## config.mk

```make
export PLATFORM = sky130hd
export DESIGN_NAME = sha256_multiblock_engine
export DESIGN_NICKNAME = d
export VERILOG_FILES = /design/src/rtl/sha256_multiblock_engine.sv
export SDC_FILE = /design/constraint.sdc
export NUM_CORES = 2
export LEC_CHECK = 0
export BUFFER_PORTS_ARGS = -buffer_cell sky130_fd_sc_hd__buf_2
export CORE_MARGIN = 8
export CORE_UTILIZATION = 53
export CTS_BUF_LIST = sky130_fd_sc_hd__clkbuf_8
export DETAILED_ROUTE_END_ITERATION = 12
export GPL_ROUTABILITY_DRIVEN = 1
export PLACE_DENSITY = 0.72
export SYNTH_ARGS = -nofsm -noshare
export SYNTH_HDL_FRONTEND = slang
export SYNTH_SLANG_ARGS = --single-unit
```

## constraint.sdc

```tcl
create_clock -name clk -period 14.43 [get_ports clk]
set_input_delay 1.443 -clock clk [delete_from_list [all_inputs] [get_ports clk]]
set_output_delay 1.443 -clock clk [all_outputs]
set_load 0.05 [all_outputs]
```

## src/rtl/sha256_multiblock_engine.sv

```systemverilog
// SHA-256 engine for word-aligned messages of NUM_WORDS 32-bit words.
// Message words are streamed from memory. Padding and length words are made
// on the fly. Each block takes one round per cycle with a rolling 16-word
// schedule window. The digest H0..H7 is written back to memory at output_addr.
// Handshake: start is sampled only in IDLE. busy is high from the cycle after
// start until the done cycle. done is a one-cycle pulse and coincides with the
// return to IDLE, so a new start can be accepted in that same cycle.
// Memory: mem_addr and mem_we are registered. Read data is valid one cycle
// after the address is presented.
module sha256_multiblock_engine #(
    parameter int NUM_WORDS = 20,
    parameter int ADDR_W    = 16
) (
    input  logic              clk,
    input  logic              reset_n,
    input  logic              start,
    input  logic [ADDR_W-1:0] message_addr,
    input  logic [ADDR_W-1:0] output_addr,
    output logic              busy,
    output logic              done,
    output logic              mem_clk,
    output logic              mem_we,
    output logic [ADDR_W-1:0] mem_addr,
    output logic [31:0]       mem_write_data,
    input  logic [31:0]       mem_read_data,
    output logic [2:0]        state_dbg
);

    localparam int          NUM_BLOCKS = (NUM_WORDS + 18) / 16;
    localparam logic [31:0] MSG_WORDS  = 32'(NUM_WORDS);
    localparam logic [31:0] LAST_BASE  = 32'(16 * (NUM_BLOCKS - 1));
    localparam logic [31:0] LEN_IDX    = 32'(16 * NUM_BLOCKS - 1);
    localparam logic [31:0] LEN_WORD   = 32'(NUM_WORDS * 32);

    localparam logic [31:0] IV [8] = '{
        32'h6a09e667, 32'hbb67ae85, 32'h3c6ef372, 32'ha54ff53a,
        32'h510e527f, 32'h9b05688c, 32'h1f83d9ab, 32'h5be0cd19
    };

    localparam logic [31:0] K [64] = '{
        32'h428a2f98, 32'h71374491, 32'hb5c0fbcf, 32'he9b5dba5, 32'h3956c25b, 32'h59f111f1, 32'h923f82a4, 32'hab1c5ed5,
        32'hd807aa98, 32'h12835b01, 32'h243185be, 32'h550c7dc3, 32'h72be5d74, 32'h80deb1fe, 32'h9bdc06a7, 32'hc19bf174,
        32'he49b69c1, 32'hefbe4786, 32'h0fc19dc6, 32'h240ca1cc, 32'h2de92c6f, 32'h4a7484aa, 32'h5cb0a9dc, 32'h76f988da,
        32'h983e5152, 32'ha831c66d, 32'hb00327c8, 32'hbf597fc7, 32'hc6e00bf3, 32'hd5a79147, 32'h06ca6351, 32'h14292967,
        32'h27b70a85, 32'h2e1b2138, 32'h4d2c6dfc, 32'h53380d13, 32'h650a7354, 32'h766a0abb, 32'h81c2c92e, 32'h92722c85,
        32'ha2bfe8a1, 32'ha81a664b, 32'hc24b8b70, 32'hc76c51a3, 32'hd192e819, 32'hd6990624, 32'hf40e3585, 32'h106aa070,
        32'h19a4c116, 32'h1e376c08, 32'h2748774c, 32'h34b0bcb5, 32'h391c0cb3, 32'h4ed8aa4a, 32'h5b9cca4f, 32'h682e6ff3,
        32'h748f82ee, 32'h78a5636f, 32'h84c87814, 32'h8cc70208, 32'h90befffa, 32'ha4506ceb, 32'hbef9a3f7, 32'hc67178f2
    };

    typedef enum logic [2:0] {
        IDLE    = 3'd0,
        READ    = 3'd1,
        COMPUTE = 3'd2,
        UPDATE  = 3'd3,
        WRITE   = 3'd4
    } state_t;

    state_t            state;
    logic [6:0]        cnt;        // cycle index within READ / COMPUTE / WRITE
    logic [31:0]       word_base;  // global index of word 0 of the current block
    logic [ADDR_W-1:0] msg_base;
    logic [ADDR_W-1:0] out_base;
    logic [31:0]       h_reg [8];
    logic [31:0]       v     [8];  // working variables a..h
    logic [31:0]       win   [16]; // rolling schedule window, win[0] is oldest

    function automatic logic [31:0] rotr(input logic [31:0] x, input int n);
        return (x >> n) | (x << (32 - n));
    endfunction

    function automatic logic [31:0] bsig0(input logic [31:0] x);
        return rotr(x, 2) ^ rotr(x, 13) ^ rotr(x, 22);
    endfunction

    function automatic logic [31:0] bsig1(input logic [31:0] x);
        return rotr(x, 6) ^ rotr(x, 11) ^ rotr(x, 25);
    endfunction

    function automatic logic [31:0] ssig0(input logic [31:0] x);
        return rotr(x, 7) ^ rotr(x, 18) ^ (x >> 3);
    endfunction

    function automatic logic [31:0] ssig1(input logic [31:0] x);
        return rotr(x, 17) ^ rotr(x, 19) ^ (x >> 10);
    endfunction

    assign mem_clk   = clk;
    assign state_dbg = state;

    logic [31:0] issue_idx;
    logic [31:0] cap_idx;
    logic [31:0] cap_word;
    logic [31:0] sched_w;
    logic [31:0] round_w;
    logic [31:0] t1;
    logic [31:0] t2;
    logic [31:0] next_base;
    logic [2:0]  wr_idx;

    // Word selection, message schedule and round arithmetic for the current cycle.
    always_comb begin
        // In READ cycle cnt the address for word cnt+1 is issued and word cnt-1 is captured.
        issue_idx = word_base + 32'(cnt) + 32'd1;
        cap_idx   = word_base + 32'(cnt) - 32'd1;
        if (cap_idx < MSG_WORDS) begin
            cap_word = mem_read_data;
        end else if (cap_idx == MSG_WORDS) begin
            cap_word = 32'h80000000;
        end else if (cap_idx == LEN_IDX) begin
            cap_word = LEN_WORD;
        end else begin
            cap_word = 32'h0;
        end
        // With the window holding W[t-16..t-1]: W[t-16]=win[0], W[t-15]=win[1],
        // W[t-7]=win[9], W[t-2]=win[14].
        sched_w   = ssig1(win[14]) + win[9] + ssig0(win[1]) + win[0];
        round_w   = (cnt < 7'd16) ? win[0] : sched_w;
        t1        = v[7] + bsig1(v[4]) + ((v[4] & v[5]) ^ (~v[4] & v[6])) + K[cnt[5:0]] + round_w;
        t2        = bsig0(v[0]) + ((v[0] & v[1]) ^ (v[0] & v[2]) ^ (v[1] & v[2]));
        next_base = word_base + 32'd16;
        wr_idx    = cnt[2:0] + 3'd1;
    end

    // Main FSM: sequences block loading, rounds, chaining update and digest write-back.
    always_ff @(posedge clk or negedge reset_n) begin
        if (!reset_n) begin
            state          <= IDLE;
            cnt            <= 7'd0;
            word_base      <= 32'd0;
            msg_base       <= '0;
            out_base       <= '0;
            busy           <= 1'b0;
            done           <= 1'b0;
            mem_we         <= 1'b0;
            mem_addr       <= '0;
            mem_write_data <= 32'd0;
            for (int i = 0; i < 8; i++) begin
                h_reg[i] <= 32'd0;
                v[i]     <= 32'd0;
            end
            for (int i = 0; i < 16; i++) begin
                win[i] <= 32'd0;
            end
        end else begin
            done <= 1'b0;
            case (state)
                IDLE: begin
                    if (start) begin
                        msg_base  <= message_addr;
                        out_base  <= output_addr;
                        h_reg     <= IV;
                        word_base <= 32'd0;
                        cnt       <= 7'd0;
                        busy      <= 1'b1;
                        // Word 0 always exists, so its address is issued right away.
                        mem_addr  <= message_addr;
                        state     <= READ;
                    end
                end
                READ: begin
                    if (cnt != 7'd0) begin
                        for (int i = 0; i < 15; i++) begin
                            win[i] <= win[i + 1];
                        end
                        win[15] <= cap_word;
                    end
                    // Padding slots keep the last (legal) address so no read goes past the message.
                    if (cnt < 7'd15 && issue_idx < MSG_WORDS) begin
                        mem_addr <= msg_base + issue_idx[ADDR_W-1:0];
                    end
                    if (cnt == 7'd16) begin
                        v     <= h_reg;
                        cnt   <= 7'd0;
                        state <= COMPUTE;
                    end else begin
                        cnt <= cnt + 7'd1;
                    end
                end
                COMPUTE: begin
                    // Rounds 0..15 rotate the window so it holds W[0..15] again at round 16.
                    for (int i = 0; i < 15; i++) begin
                        win[i] <= win[i + 1];
                    end
                    win[15] <= round_w;
                    v[7] <= v[6];
                    v[6] <= v[5];
                    v[5] <= v[4];
                    v[4] <= v[3] + t1;
                    v[3] <= v[2];
                    v[2] <= v[1];
                    v[1] <= v[0];
                    v[0] <= t1 + t2;
                    if (cnt == 7'd63) begin
                        cnt   <= 7'd0;
                        state <= UPDATE;
                    end else begin
                        cnt <= cnt + 7'd1;
                    end
                end
                UPDATE: begin
                    for (int i = 0; i < 8; i++) begin
                        h_reg[i] <= h_reg[i] + v[i];
                    end
                    word_base <= next_base;
                    cnt       <= 7'd0;
                    if (word_base == LAST_BASE) begin
                        // H0 is written in the first WRITE cycle, so present it now.
                        mem_we         <= 1'b1;
                        mem_addr       <= out_base;
                        mem_write_data <= h_reg[0] + v[0];
                        state          <= WRITE;
                    end else begin
                        if (next_base < MSG_WORDS) begin
                            mem_addr <= msg_base + next_base[ADDR_W-1:0];
                        end
                        state <= READ;
                    end
                end
                WRITE: begin
                    if (cnt == 7'd7) begin
                        mem_we <= 1'b0;
                        busy   <= 1'b0;
                        done   <= 1'b1;
                        cnt    <= 7'd0;
                        state  <= IDLE;
                    end else begin
                        mem_addr       <= out_base + ADDR_W'(wr_idx);
                        mem_write_data <= h_reg[wr_idx];
                        cnt            <= cnt + 7'd1;
                    end
                end
                default: begin
                    state <= IDLE;
                end
            endcase
        end
    end

endmodule

```

# Word-level counts from Yosys, hierarchy flattened
# Memories as Yosys holds them, arrays and structs flattened.
# Index checks and enable logic that the tools add are counted.
dict set report totals {
  register_bits 1149
  latch_bits 0
  mem_bits_rw 0
  mem_bits_ro 2048
  in_bits 67
  out_inout_bits 55
  memories 1
}
dict set report classes {
  add_sub_neg 27
  multipliers 0
  n_div 0
  n_lt_le_gt_ge 7
  n_eq_ne 19
  shifts 0
  mux 44
  n_bitwise 29
  n_reduce_logical 19
}
# name depth word_bits read_ports rd_clocked_by_memory_dff write_ports line_no
set mem_list {}
lappend mem_list {{(name not given)} 64 32 1 0 0 119} ;# t1 = v[7] + bsig1(v[4]) + ((v[4] & v[5]) ^ (~v[4] & v[6])) + K[cnt[5:0]] + round_w;
# cell count
set ops {}
lappend ops {{256-bit one-hot mux with 2 select lines} 2}
lappend ops {{512-bit one-hot mux with 2 select lines} 1}
lappend ops {{32-bit adder} 18}
lappend ops {{256-bit 2-to-1 mux} 2}
lappend ops {{512-bit 2-to-1 mux} 1}
lappend ops {{32-bit 2-to-1 mux} 10}
lappend ops {{32-bit bitwise XOR} 9}
lappend ops {{32-bit AND} 5}
lappend ops {{32-bit one-hot mux with 2 select lines} 2}
lappend ops {{32-bit binary-select mux with 3-bit select} 1}
lappend ops {{32-bit by 5-bit == test with 1-bit output (second input constant)} 3}
lappend ops {{32-bit by 5-bit < comparator with 1-bit output (second input constant)} 3}
lappend ops {{16-bit 2-to-1 mux} 5}
lappend ops {{16-bit one-hot mux with 4 select lines} 1}
lappend ops {{7-bit one-hot mux with 5 select lines} 1}
lappend ops {{16-bit adder} 2}
lappend ops {{32-bit by 1-bit adder with 32-bit output (second input constant)} 1}
lappend ops {{32-bit by 5-bit adder with 32-bit output (second input constant)} 1}
lappend ops {{32-bit by 7-bit adder with 32-bit output} 1}
lappend ops {{32-bit inverter} 1}
lappend ops {{10-bit by 32-bit OR with 32-bit output} 1}
lappend ops {{13-bit by 32-bit OR with 32-bit output} 1}
lappend ops {{14-bit by 32-bit OR with 32-bit output} 1}
lappend ops {{15-bit by 32-bit OR with 32-bit output} 1}
lappend ops {{other kinds (42)} 71}

# Logic depth before layout (Yosys ltp)
dict set report logic_depth {
  depth_word 10
  depth_mapped 51
}

==> Flow_metrics.wiki <==
{| class="wikitable"
! Metric !! Value
|-
| Vias post-DR || 68100
|-
| HPWL after detailed placement || 191 mm
|-
| Total congestion overflow after global routing || 0
|-
| DR pass1 iterations || 6
|-
| Fin. Hold Viols || 0
|-
| Number of slew-limit violations in the final report || 0
|-
| Post-synthesis average cell area || 8.53 um2
|-
| Total core area || 147000 um2
|-
| Highest clock frequency the design can meet || 0.0905 GHz
|-
| TritonCTS clock tree || done
|-
| Largest area contributor in the netlist || sky130_fd_sc_hd__dfrtp_1
|-
| Fraction of synthesis flops using an asynchronous set or reset pin || 100%
|-
| Share of the clock period used by the worst path after layout || 76.6%
|-
| Setup total negative slack || 0 ns
|-
| Area of the die || 160000 um2
|-
| Number of global-route vias before repair || 65100
|-
| Horizontal extent of the die || 400 um
|-
| Most numerous cell in the Yosys netlist || sky130_fd_sc_hd__nand2_1
|-
| Critical setup path kind || flip-flop to flip-flop
|-
| Finish-stage setup viols || 0
|-
| Die boundary height || 400 um
|-
| Area share of the largest cell type after synthesis || 36.6%
|-
| Utilization after layout || 57.5%
|-
| Final worst setup slack || 3.38 ns
|-
| Synthesis Warnings || 0
|-
| CTS resizes || 0
|-
| Worst path required time || 15.32 ns
|-
| Detailed Route WL || 264 mm
|-
| Area of combinational cells with multiple inputs || 46000 um2
|-
| Via density per instance || 6.12
|-
| Clock Pin Slew Worst Setup and Hold Paths || 0.07 ns
|-
| Total of fill cells in the finished design || 13200
|-
| Number of remaining DRC errors || 0
|-
| Flip-flop and latch count after synthesis || 1145
|-
| Sequential element share of the synthesized area || 36.6%
|-
| Max stage delay cell, worst path || sky130_fd_sc_hd__fa_1
|-
| EDFF count, synth || 0
|-
| Prevailing post-synth register cell || sky130_fd_sc_hd__dfrtp_1
|-
| Reg area || 28700 um2
|-
| Layout-stage area growth over the synthesis result || 7.97%
|-
| Commonest cells in the netlist || sky130_fd_sc_hd__nand2_1, sky130_fd_sc_hd__dfrtp_1, sky130_fd_sc_hd__nor2_1
|-
| Flip-flop count of the largest register, all copies and words added || 512
|-
| Biggest cell delay along the critical path || 0.54 ns
|-
| Total of max-cap violations || 0
|-
| Detail-routed net length per standard cell || 23.7 um
|-
| Arrival time of the worst setup path || 11.94 ns
|-
| Insertion delay of the later-clocked pin in the worst-skew pair || 1.11 ns
|-
| Final standard cell area without fillers || 84500 um2
|-
| Setup repair after global routing missed its margin || false
|-
| Post-synthesis instance area || 78300 um2
|-
| Cells after Synth || 9176
|-
| Overall global routing resource usage || 31.9%
|-
| Post-placement cell area || 80100 um2
|-
| Headroom to the max-slew limit || 12.0%
|-
| Final RePlAce weighted congestion || 1.02
|-
| Starting DRT DRC Count || 7799
|-
| Number of routed nets with antenna violations || 0
|-
| # Post-CTS Setup Buffers || 0
|-
| Shortest clock period the worst path allows after layout || 11.05 ns
|-
| Port Buf Inserts || 121
|-
| Synthesized Nets || 9881
|-
| Skew final || 0.0598 ns
|-
| Crit start category || flip-flop
|-
| Final net count || 9745
|-
| Element type at the critical path end || flip-flop
|-
| Worst slack at placement || 3.61 ns
|-
| Share of layout cells above drive strength 1 || 7.87%
|-
| Total of hold buffers inserted after clock tree synthesis || 0
|-
| Transition time at the pin with the least slew margin || 1.29 ns
|-
| Pin count of the biggest net entering global routing || 225
|-
| Effective utilization at floorplan || 53.2%
|-
| Leading post-synthesis cells by cell area || sky130_fd_sc_hd__dfrtp_1, sky130_fd_sc_hd__nand2_1, sky130_fd_sc_hd__ha_1
|-
| Distinct cells, synth || 99
|-
| First-pass GRT wire length || 403 mm
|-
| Critical Path Fanout Max || 5
|-
| Antenna violations before repair || 12
|-
| # IOs || 122
|-
| Hold crit path type || primary input to async pin
|-
| Num rows || 141
|-
| Outcome || finished, final reports clean
|}
-- critical path, delay by kind of cell, from the launching register on --
kind	cells	cell delay [ns]
fa+ha+maj	9	3.80
xor+xnor	4	0.93
compound gates	17	3.98
simple gates	7	1.32
buf+inv	6	0.39
flops	1	0.46
-- metrics by stage --
step,std cells,hold slack [ns]
after CTS,11100,0.305
after global placement,10800,0.447
final,11100,0.344
after global routing,11100,0.345
after detailed placement,10800,0.452
after floorplan,9176,0.439
-- per-layer routing --
metal  global-route usage (%)  routed length [um]  share of wire (%)
met1                     45.3              114000                 43
met2                     47.4              114000                 43
met3                     6.75               23500                8.9
met4                     13.4               12400                4.7
met5                        0                  26             0.0099
-- path summary, 6_finish.rpt --
path	startpoint	to	slack, ns	cells after the start
max	win[53]	v[253]	3.38	43
min	reset_n	word_base[8]	0.34	1
min in group clk	win[265]	win[297]	0.44	2
max in group asynchronous	reset_n	win[87]	10.82	4
max reg2reg	win[53]	v[253]	3.38	43
min reg2reg	win[265]	win[297]	0.44	2
-- cell type report --
class | count | share of cell area, %
antenna | 2 | 0.00592
clock buffer | 266 | 4.32
clock inverter | 97 | 0.919
inverter | 443 | 1.97
multi-input combinational | 7032 | 54.4
sequential | 1145 | 33.9
tap | 1930 | 2.86
timing repair buffer | 214 | 1.64
-- logic make-up (layout without fill, tap and decap cells) --
group	after synthesis	count (layout)	synth area share, %
AO/OA/AOI/OAI	2120	2120	16.8
XOR/XNOR	662	662	7.42
adder cells (fa/ha/maj)	667	667	12.5
buffers and inverters	999	1020	4.84
flip-flops	1145	1145	36.6
multiplexers	184	184	3.60
other	0	2	0
AND/OR/NAND/NOR	3399	3399	18.3
-- layout by cell type (no fill, tap or decap), drive strengths merged, types with 69 or more instances in the layout --
master | Yosys | routed
nand2 | 2000 | 2000
dfrtp | 1145 | 1145
nor2 | 758 | 758
a21oi | 598 | 598
o21ai | 508 | 508
inv | 441 | 500
ha | 440 | 440
xnor2 | 429 | 429
clkbuf | 478 | 265
xor2 | 233 | 233
buf | 78 | 215
fa | 198 | 198
a21o | 157 | 157
o22ai | 153 | 153
a31oi | 147 | 147
nor3 | 115 | 115
nand3 | 115 | 115
a211oi | 72 | 72
mux4 | 71 | 71
o21bai | 69 | 69
Power is left out: the tool's default activity adds up to more than one toggle a clock period on the data nets, which glitch-free logic cannot reach.
